--- config.mk ---
export PLATFORM = sky130hd
export DESIGN_NAME = lvpecl_serial_tx
export DESIGN_NICKNAME = d
export VERILOG_FILES = /design/src/rtl/lvpecl_serial_tx_pkg.sv /design/src/rtl/diff_pair_reg.sv /design/src/rtl/lvpecl_serial_tx.sv
export SDC_FILE = /design/constraint.sdc
export NUM_CORES = 1
export LEC_CHECK = 0
export ABC_AREA = 1
export BUFFER_PORTS_ARGS = -buffer_cell sky130_fd_sc_hd__buf_4
export CORE_UTILIZATION = 40
export CTS_BUF_LIST = sky130_fd_sc_hd__clkbuf_16
export CTS_CLUSTER_SIZE = 12
export DETAILED_ROUTE_END_ITERATION = 7
export GPL_TIMING_DRIVEN = 0
export SLEW_MARGIN = 20
export SYNTH_ARGS = -nofsm -noshare
export SYNTH_HDL_FRONTEND = slang
export SYNTH_SLANG_ARGS = --single-unit
--- constraint.sdc ---
create_clock -name CLK -period 1.5 [get_ports CLK]
set_clock_uncertainty 0.05 [all_clocks]
set_input_delay 0.15 -clock CLK [delete_from_list [all_inputs] [get_ports CLK]]
set_output_delay 0.15 -clock CLK [all_outputs]
set_load 0.1 [all_outputs]
--- src/rtl/lvpecl_serial_tx_pkg.sv ---
// lvpecl_serial_tx_pkg: shared state encoding, line level and width helper
package lvpecl_serial_tx_pkg;
  typedef enum logic [1:0] {S_IDLE, S_START, S_DATA, S_STOP} state_t;
  localparam logic IDLE_LEVEL = 1'b1;
  function automatic int cnt_width(input int n);
    return (n > 1) ? $clog2(n) : 1;
  endfunction
endpackage

--- src/rtl/diff_pair_reg.sv ---
// diff_pair_reg: registered complementary driver, resets to mark
module diff_pair_reg
  import lvpecl_serial_tx_pkg::*;
(
  input  logic clk,
  input  logic rst,
  input  logic d,
  output logic o,
  output logic ob
);
  always_ff @(posedge clk) begin
    o <= rst ? IDLE_LEVEL : d;
    ob <= rst ? ~IDLE_LEVEL : ~d;
  end
endmodule

--- src/rtl/lvpecl_serial_tx.sv ---
// lvpecl_serial_tx: framed start/data/stop serializer onto a registered differential pair
module lvpecl_serial_tx
  import lvpecl_serial_tx_pkg::*;
#(
  parameter int WIDTH = 8,
  parameter int DIV = 4
) (
  input  logic             CLK,
  input  logic             RST,
  input  logic [WIDTH-1:0] DATA,
  input  logic             VALID,
  output logic             READY,
  output logic             BUSY,
  output logic             O,
  output logic             OB
);
  localparam int CW = cnt_width(DIV);
  localparam int IW = cnt_width(WIDTH);
  state_t state, state_n;
  logic [CW-1:0] cnt, cnt_n;
  logic [IW-1:0] idx, idx_n;
  logic [WIDTH-1:0] shift, shift_n;
  logic armed, bit_end, last_bit, accept, line_n;
  assign bit_end = cnt == CW'(DIV - 1);
  assign last_bit = idx == IW'(WIDTH - 1);
  assign READY = (state == S_IDLE && armed) || (state == S_STOP && bit_end);
  assign BUSY = state != S_IDLE;
  assign accept = VALID && READY;
  always_ff @(posedge CLK) begin
    if (RST) begin
      state <= S_IDLE;
      cnt <= '0;
      idx <= '0;
      shift <= '0;
      armed <= 1'b0;
    end else begin
      state <= state_n;
      cnt <= cnt_n;
      idx <= idx_n;
      shift <= shift_n;
      armed <= 1'b1;
    end
  end
  // line_n is the level of the next cycle, so the output flop lands it on time
  always_comb begin
    state_n = state;
    cnt_n = (state == S_IDLE || bit_end) ? '0 : cnt + 1'b1;
    idx_n = idx;
    shift_n = shift;
    if (accept) begin
      state_n = S_START;
      shift_n = DATA;
      idx_n = '0;
      cnt_n = '0;
    end else if (bit_end && state == S_START) begin
      state_n = S_DATA;
    end else if (bit_end && state == S_DATA) begin
      shift_n = shift >> 1;
      idx_n = last_bit ? '0 : idx + 1'b1;
      state_n = last_bit ? S_STOP : S_DATA;
    end else if (bit_end && state == S_STOP) begin
      state_n = S_IDLE;
    end
    line_n = state_n == S_START ? 1'b0 : state_n == S_DATA ? shift_n[0] : IDLE_LEVEL;
  end
  diff_pair_reg u_pair (
    .clk(CLK),
    .rst(RST),
    .d(line_n),
    .o(O),
    .ob(OB)
  );
endmodule

==> results of run 1 <==
worst paths after layout:
path	startpoint	to	slack, ps
worst min register to register	cnt[0]$_SDFF_PP0_	cnt[0]$_SDFF_PP0_	420
worst max-delay path	cnt[0]$_SDFF_PP0_	READY	70
worst min-delay path	RST	armed$_DFF_P_	110
worst max register to register	idx[0]$_SDFFE_PP0P_	u_pair.o$_SDFF_PP1_	100
logic make-up (layout without fill, tap and decap cells):
group	count (synthesis)	in the layout	share of synthesized area
DFF	18	18	0.388
and+or+nand+nor	66	67	0.368
buffers and inverters	17	36	0.0889
adders and majority gates	3	3	0.0404
AOI/OAI and AO/OA	15	15	0.115
final cells by class:
class | instances | area share
clock buffers | 3 | 0.0610
inverters | 13 | 0.0397
repair buffers | 16 | 0.108
plain buffers | 4 | 0.0275
well taps | 28 | 0.0285
multi-input cells | 85 | 0.440
flip-flops and latches | 18 | 0.295
sequential cells by signal, summed over array words and instances (netlist names):
register   cells
idx            3
shift          8
u_pair.ob      1
state          2
cnt            2
armed          1
u_pair.o       1
synthesized netlist by cell type, types with 2 or more instances:
library cell  count  area (um^2)
a21oi_1           5         25.0
a21oi_2           7         61.3
buf_2             2         10.0
dfxtp_1          18          360
ha_1              3         37.5
inv_1            13         48.8
nand2_1          34          128
nand2_2           3         18.8
nand3_1          11         55.1
nand3_2           6         60.1
nor2_1            8         30.0
o21bai_1          2         15.0
power by group through the flow:
stage	Combinational, mW	Clock, mW	Sequential (mW)
floorplan	0.130	0	0.552
global placement	0.205	0	0.524
detailed placement	0.209	0	0.525
CTS	0.216	0.525	0.516
global route	0.240	0.548	0.522
finish	0.222	0.521	0.520
metrics by stage:
step	utilization	std cells	power [mW]	instance area [um^2]
floorplan	-	119	0.682	942
global placement	0.491	160	0.729	1070
detailed placement	0.491	160	0.734	1070
CTS	0.533	163	1.26	1170
global route	0.561	167	1.31	1230
finish	0.561	167	1.26	1230
worst max-delay path: stages (launching register included):
cell and delay [ps]:
dfxtp_1 370, ha_4 180, nand3_4 110, nand2_8 140
buf_12 180
what timing repair did:
action,in CTS,in global routing
buffers inserted,0,3
setup endpoints to repair,4,11
cloned,0,1
pin swaps,0,3
resized for setup,4,9
layout by cell type (no fill, tap or decap), drive strengths merged:
master / instances
nand2: 39
nor2: 10
nand3: 17
inv: 13
o21bai: 2
dfxtp: 18
a21oi: 12
clkbuf: 4
o21ai: 1
ha: 3
nand4: 1
buf: 19
routing by layer:
layer | vias up | GRT usage | part of all wire
li1 | 424 | - | -
met1 | 390 | 0.225 | 0.47
met2 | 11 | 0.291 | 0.50
met3 | 2 | 0.0364 | 0.022
met4 | 0 | 0.0714 | 0.0078
met5 | - | 0 | 0
==> impl_metrics.csv, run 1 <==
group,metric,value,unit
synth,synth_flop_cell,"dfxtp_1",
synth,synth-edff-count,0,
clocking,h-tree-depth,1,
route,detail_route.vias_per_cell,4.95,
sta,layout_min_cycle_time,1430,ps
power,intPower,0.932,mW
sta,max_slew.worst_pin.slew,654,ps
sta,timing.slew.headroom,0.564,
power,power_frac_comb,0.175,
placed_design,gpl.final_weighted_congestion,0.782,
route,post-route-drc-count,0,
clocking,cts_num_sinks,18,
synth,yosys_warnings,0,
clocking,cts-hold-fix-buffers,0,
power,seq_power_share,0.412,
sta,max_freq,700,MHz
floorplanning,die_w,50.2,um
power,clock_power_share,0.413,
sta,setup_total_negative_slack,0,ps
critical_path,r2r_cells,7,
floorplanning,die_height,50.2,um
clocking,tritoncts,"done",
power,peakVddDrop,0.000655,V
final_layout,ff_latch_area,363,um^2
grt,antenna_violations_before_repair,0,
placed_design,post-dp-hpwl,1.34,mm
synth,post_synth_instance_area,928,um^2
synth,ys_types,19,
route,drt.antenna.violating_nets,0,
grt,number_of_global_route_vias_before_repair,776,
sta,setup_repair_after_global_routing_missed_its_margin,"true",
grt,grt_start_max_net_pins,11,
final_layout,multi_input_area,542,um^2
critical_path,setup.worst_path.start_class,"register",
power,p_leak,0.544,nW
sta,hold_worst_slack,112,ps
critical_path,kind_of_end_point_of_the_critical_path,"primary output",
critical_path,worstSetupPathType,"reg -> out",
worst_hold_path,hold_depth,2,
final_layout,filler_cell_count,207,
final_layout,area_growth,32.5,%
synth,ys_async_sr_fraction,0,
clocking,clk_pin_slew_worst_paths,50,ps
critical_path,crit_required,1300,ps
route,drt_first_iter_violations,10,
clocking,ctsRootBufferMaster,"clkbuf_16",
clocking,clock_latency_of_the_later_clocked_register_in_the_worst_skew_pair,250,ps
floorplanning,initial_utilization,0.424,
sta,total_of_endpoints_with_negative_setup_slack_in_the_final_report,0,
final_layout,nets,155,
floorplanning,coreArea,2190,um^2
synth,post_synth_inst_count,119,
critical_path,timing.critical_path.arrival,1230,ps
floorplanning,boundaryPins,15,
route,wire_per_inst,12.2,um
grt,globalRoute.totalOverflow,0,
sta,finalHoldViolations,0,
outcome,result_of_the_run,"completed",
clocking,clockBufferDepth,2,
synth,synth.yosys.seq_area_share,0.388,
synth,syn_avg_cell_area,7.80,um^2
route,postRouteWirelength,2.04,mm
synth,syn_nets,133,
sta,final_worst_path_period_share,0.952,
synth,ys_seq_elements,18,
power,fraction_of_power_spent_switching_nets,0.262,
floorplanning,fp.dieArea,2520,um^2
grt,grt_pass1_wl,3.35,mm
floorplanning,placementRows,17,
power,ratio_of_total_power_to_cell_area,1030,nW/um^2
placed_design,place.port_buffers,13,
sta,report.final.slew_viol_count,0,
final_layout,antenna-diode-count,0,
placed_design,placement.setup.worst_slack,-56.7,ps
sta,post-route-worst-setup-slack,72.1,ps
clocking,cts_made_buffers,3,
worst_hold_path,worstHoldPathType,"in -> reg",
flow_run,max-cap-violations,0,
route,num_vias,827,
route,drt_pass1_iterations,3,
grt,grt_usage,0.178,
power,power_switching,0.331,mW
final_layout,layout-drive-gt1-share,0.367,
critical_path,critical_path.max_fanout,7,
No activity file was read; power rests on OpenSTA's default activity.
==> run 2, diff against run 1 <==
--- a/config.mk
+++ b/config.mk
@@ -5,7 +5,7 @@
 export SDC_FILE = /design/constraint.sdc
 export NUM_CORES = 1
 export LEC_CHECK = 0
-export ABC_AREA = 1
+export ABC_AREA = 0
 export BUFFER_PORTS_ARGS = -buffer_cell sky130_fd_sc_hd__buf_4
 export CORE_UTILIZATION = 40
 export CTS_BUF_LIST = sky130_fd_sc_hd__clkbuf_16
==> constraint.sdc (replaced) <==
create_clock -name CLK -period 1.8 [get_ports CLK]
set_clock_uncertainty 0.05 [all_clocks]
set_input_delay 0.18 -clock CLK [delete_from_list [all_inputs] [get_ports CLK]]
set_output_delay 0.18 -clock CLK [all_outputs]
set_load 0.1 [all_outputs]
==> run 2 against run 1 <==
Against the previous run: sequential share of layout area rose by 2.9 points; global-route usage fell by 0.13 points; routed wire length fell by 17%; total power fell by 19%; critical path depth did not move; sequential cell count did not move; clock power fell by 16%; core utilization fell by 1.7 points; first-iteration DRC count fell by 30%; hold slack improved by 83 ps; critical endpoint unchanged; largest cell class unchanged.
==> impl_metrics.csv, run 2 <==
group,metric,value,unit
worst_hold_path,worstHoldPathType,"in -> reg",
placed_design,placed_area,1030,um^2
clocking,h-tree-depth,1,
route,drt_first_iter_violations,7,
sta,final_worst_path_period_share,0.900,
grt,grt_pass1_wl,3.19,mm
final_layout,filler_cell_count,191,
floorplanning,placementRows,16,
clocking,clock_latency_of_the_later_clocked_register_in_the_worst_skew_pair,250,ps
grt,globalRoute.totalOverflow,0,
critical_path,worstSetupPathType,"reg -> out",
placed_design,gpl.final_weighted_congestion,0.791,
final_layout,largest_register_ffs,8,
synth,synth.cells.most_frequent,"dfxtp_1 (18), mux2i_1 (10), a211oi_1 (9), a21oi_1 (9), nand2_1 (6)",
final_layout,ff_latch_area,360,um^2
critical_path,critPathLaunch,"cnt[0]$_SDFF_PP0_",
synth,dominant_cells_by_area_after_synthesis,"dfxtp_1 (40%), mux2i_1 (11%), a211oi_1 (7.5%)",
final_layout,largestRegisters,"shift (8), idx (3)",
route,num_vias,706,
route,drt_pass1_iterations,4,
power,peakVddDrop,0.000549,V
clocking,cts-hold-fix-buffers,0,
power,p_leak,0.533,nW
sta,post-route-worst-setup-slack,179,ps
grt,grt_usage,0.176,
critical_path,r2r_cells,5,
critical_path,kind_of_end_point_of_the_critical_path,"primary output",
synth,ys_async_sr_fraction,0,
worst_hold_path,min-delay-start,"VALID",
final_layout,multi_input_area,472,um^2
route,postRouteWirelength,1.70,mm
placed_design,place.port_buffers,13,
sta,setup_repair_after_global_routing_missed_its_margin,"false",
synth,netlist.top_cell.by_area,"dfxtp_1",
synth,ys_seq_elements,18,
critical_path,critPathSlowestCell,"dfxtp_1",
critical_path,setup.worst_path.start_class,"register",
placed_design,placement.setup.worst_slack,278,ps
synth,synth-simple-area-share,0.154,
sta,timing.slew.headroom,0.689,
sta,finalHoldViolations,0,
critical_path,path_buf_inv,2,
critical_path,crit_required,1570,ps
final_layout,area_growth,23.5,%
sta,max_slew.worst_pin.slew,467,ps
floorplanning,boundaryPins,15,
critical_path,slowest_delay,310,ps
clocking,ctsRootBufferMaster,"clkbuf_16",
route,post-route-drc-count,0,
final_layout,antenna-diode-count,0,
critical_path,setup_slack_reg_to_reg,280,ps
floorplanning,die_w,49.5,um
clocking,post-cts-setup-buffers,0,
floorplanning,coreArea,2040,um^2
clocking,clk_pin_slew_worst_paths,50,ps
synth,synth_flop_cell,"dfxtp_1",
floorplanning,die_height,49.5,um
synth,syn_nets,105,
worst_hold_path,hold_depth,3,
synth,synth_compound_gate_area_share,0.201,
critical_path,cp_common_cell,"buf_4",
final_layout,postLayoutCellArea,1110,um^2
placed_design,numPlacedInstances,131,
synth,synthMostInstantiatedCell,"dfxtp_1",
synth,post_synth_inst_count,91,
final_layout,register_ranked_first_by_flip_flop_count,"shift",
critical_path,timing.critical_path.arrival,1390,ps
final_layout,layout-drive-gt1-share,0.271,
grt,met2_usage,0.265,
synth,synth-edff-count,0,
floorplanning,fp.dieArea,2450,um^2
critical_path,r2r_start,"cnt[0]$_SDFF_PP0_",
sta,layout_min_cycle_time,1620,ps
synth,synth.top_cell.area_share,0.400,
synth,ys_types,31,
route,drt.antenna.violating_nets,0,
grt,grtUsageMet1,0.227,
synth,synth.yosys.seq_area_share,0.400,
grt,antenna_violations_before_repair,0,
flow_run,max-cap-violations,0,
synth,post_synth_instance_area,901,um^2
clocking,cts_resized,0,
sta,setup_total_negative_slack,0,ps
final_layout,mostFrequentLayoutCells,"dfxtp_1 (18), buf_4 (15), mux2i_1 (10), a211oi_1 (9), a21oi_1 (9)",
grt,use_met3,0.0463,
route,wire_per_inst,12.7,um
synth,synth-adder-area-share,0.0417,
power,fin_total_pwr,1.02,mW
grt,globalRoute.busiestLayer,"met2",
sta,report.final.slew_viol_count,0,
synth,yosys_warnings,0,
clocking,tritoncts,"done",
floorplanning,initial_utilization,0.441,
power,ratio_of_total_power_to_cell_area,916,nW/um^2
sta,total_of_endpoints_with_negative_setup_slack_in_the_final_report,0,
clocking,clockBufferDepth,2,
clocking,cts_num_sinks,18,
route,detail_route.vias_per_cell,5.27,
final_layout,final_cells,134,
critical_path,critical_path.max_fanout,10,
synth,xor_and_xnor_fraction_of_the_mapped_netlist_area,0.00972,
sta,max_freq,617,MHz
grt,number_of_global_route_vias_before_repair,682,
critical_path,category_of_cells_accounting_for_the_largest_share_of_critical_path_delay,"buffers and inverters",
critical_path,cp_cell_sequence,"ha_1 -> buf_4 -> a31o_2 -> buf_4",
critical_path,critical_path.endpoint,"READY",
synth,muxShareOfSynthArea,0.111,
synth,syn_avg_cell_area,9.90,um^2
critical_path,worst_r2r_endpoint,"u_pair.o$_SDFF_PP1_",
placed_design,post-dp-hpwl,1.19,mm
final_layout,layout.cells.most_common,"dfxtp_1",
grt,grt_start_max_net_pins,11,
clocking,cts_made_buffers,3,
outcome,result_of_the_run,"completed",
final_layout,nets,123,
critical_path,crit_cells,4,
synth,synth_top_family_by_area,"compound AO/OA/AOI/OAI gates",
## run 2: cell count changes in the layout (fill, tap and decap cells not counted), moves of 7 or more
cell      previous run  this run
mux2i_1              0        10
a211oi_1             0         9
inv_1               13         4
nand3_1             10         0
nand2_1             33         6
a21oi_2              7         0
## run 2: area by class of cell
type                            count  area share
Buffer                              9      0.0529
Clock buffer                        3      0.0675
Inverter                            4      0.0135
Multi-Input combinational cell     60       0.424
Sequential cell                    18       0.324
Tap cell                           27      0.0304
Timing Repair Buffer               13      0.0877
## run 2: cell families (layout without fill, tap and decap cells)
| kind of cell | after synthesis | count (layout) |
|---|---|---|
| XOR/XNOR | 1 | 1 |
| buffers and inverters | 13 | 29 |
| AO/OA/AOI/OAI | 25 | 25 |
| flip-flops | 18 | 18 |
| AND/OR/NAND/NOR | 21 | 21 |
| multiplexers | 10 | 10 |
| adder cells (fa/ha/maj) | 3 | 3 |
## run 2: metrics by stage
stage,hold slack (ps),utilization
finish,195,0.545
detailed placement,384,0.506
global placement,365,0.506
global route,212,0.545
CTS,197,0.542
floorplan,292,-
## run 2: worst min-delay path by stage
stage / endpoint / slack (ps)
final: state[0]$_SDFF_PP0_ / 190
after global routing: shift[3]$_SDFFE_PP0P_ / 210
after CTS: state[0]$_SDFF_PP0_ / 200
after detailed placement: cnt[0]$_SDFF_PP0_ / 380
after global placement: cnt[0]$_SDFF_PP0_ / 360
after floorplan: state[0]$_SDFF_PP0_ / 290
## run 2: worst register-to-register path, delay by kind of cell (launching register included)
kind | cells | cell delay [ps]
buffers and inverters | 2 | 240
DFF | 1 | 330
AOI/OAI and AO/OA | 2 | 640
adders and majority gates | 1 | 140
## run 2: where the power goes
part / switching [mW] / internal (mW)
Combinational: 0.0932 / 0.0554
Clock: 0.147 / 0.292
Sequential: 0.0115 / 0.419
Total: 0.252 / 0.767
## run 2: layer usage
layer | part of all wire | routed length, um
met5 | 0 | 0
met1 | 0.50 | 853
met3 | 0.045 | 76
met4 | 0.026 | 45
met2 | 0.43 | 727
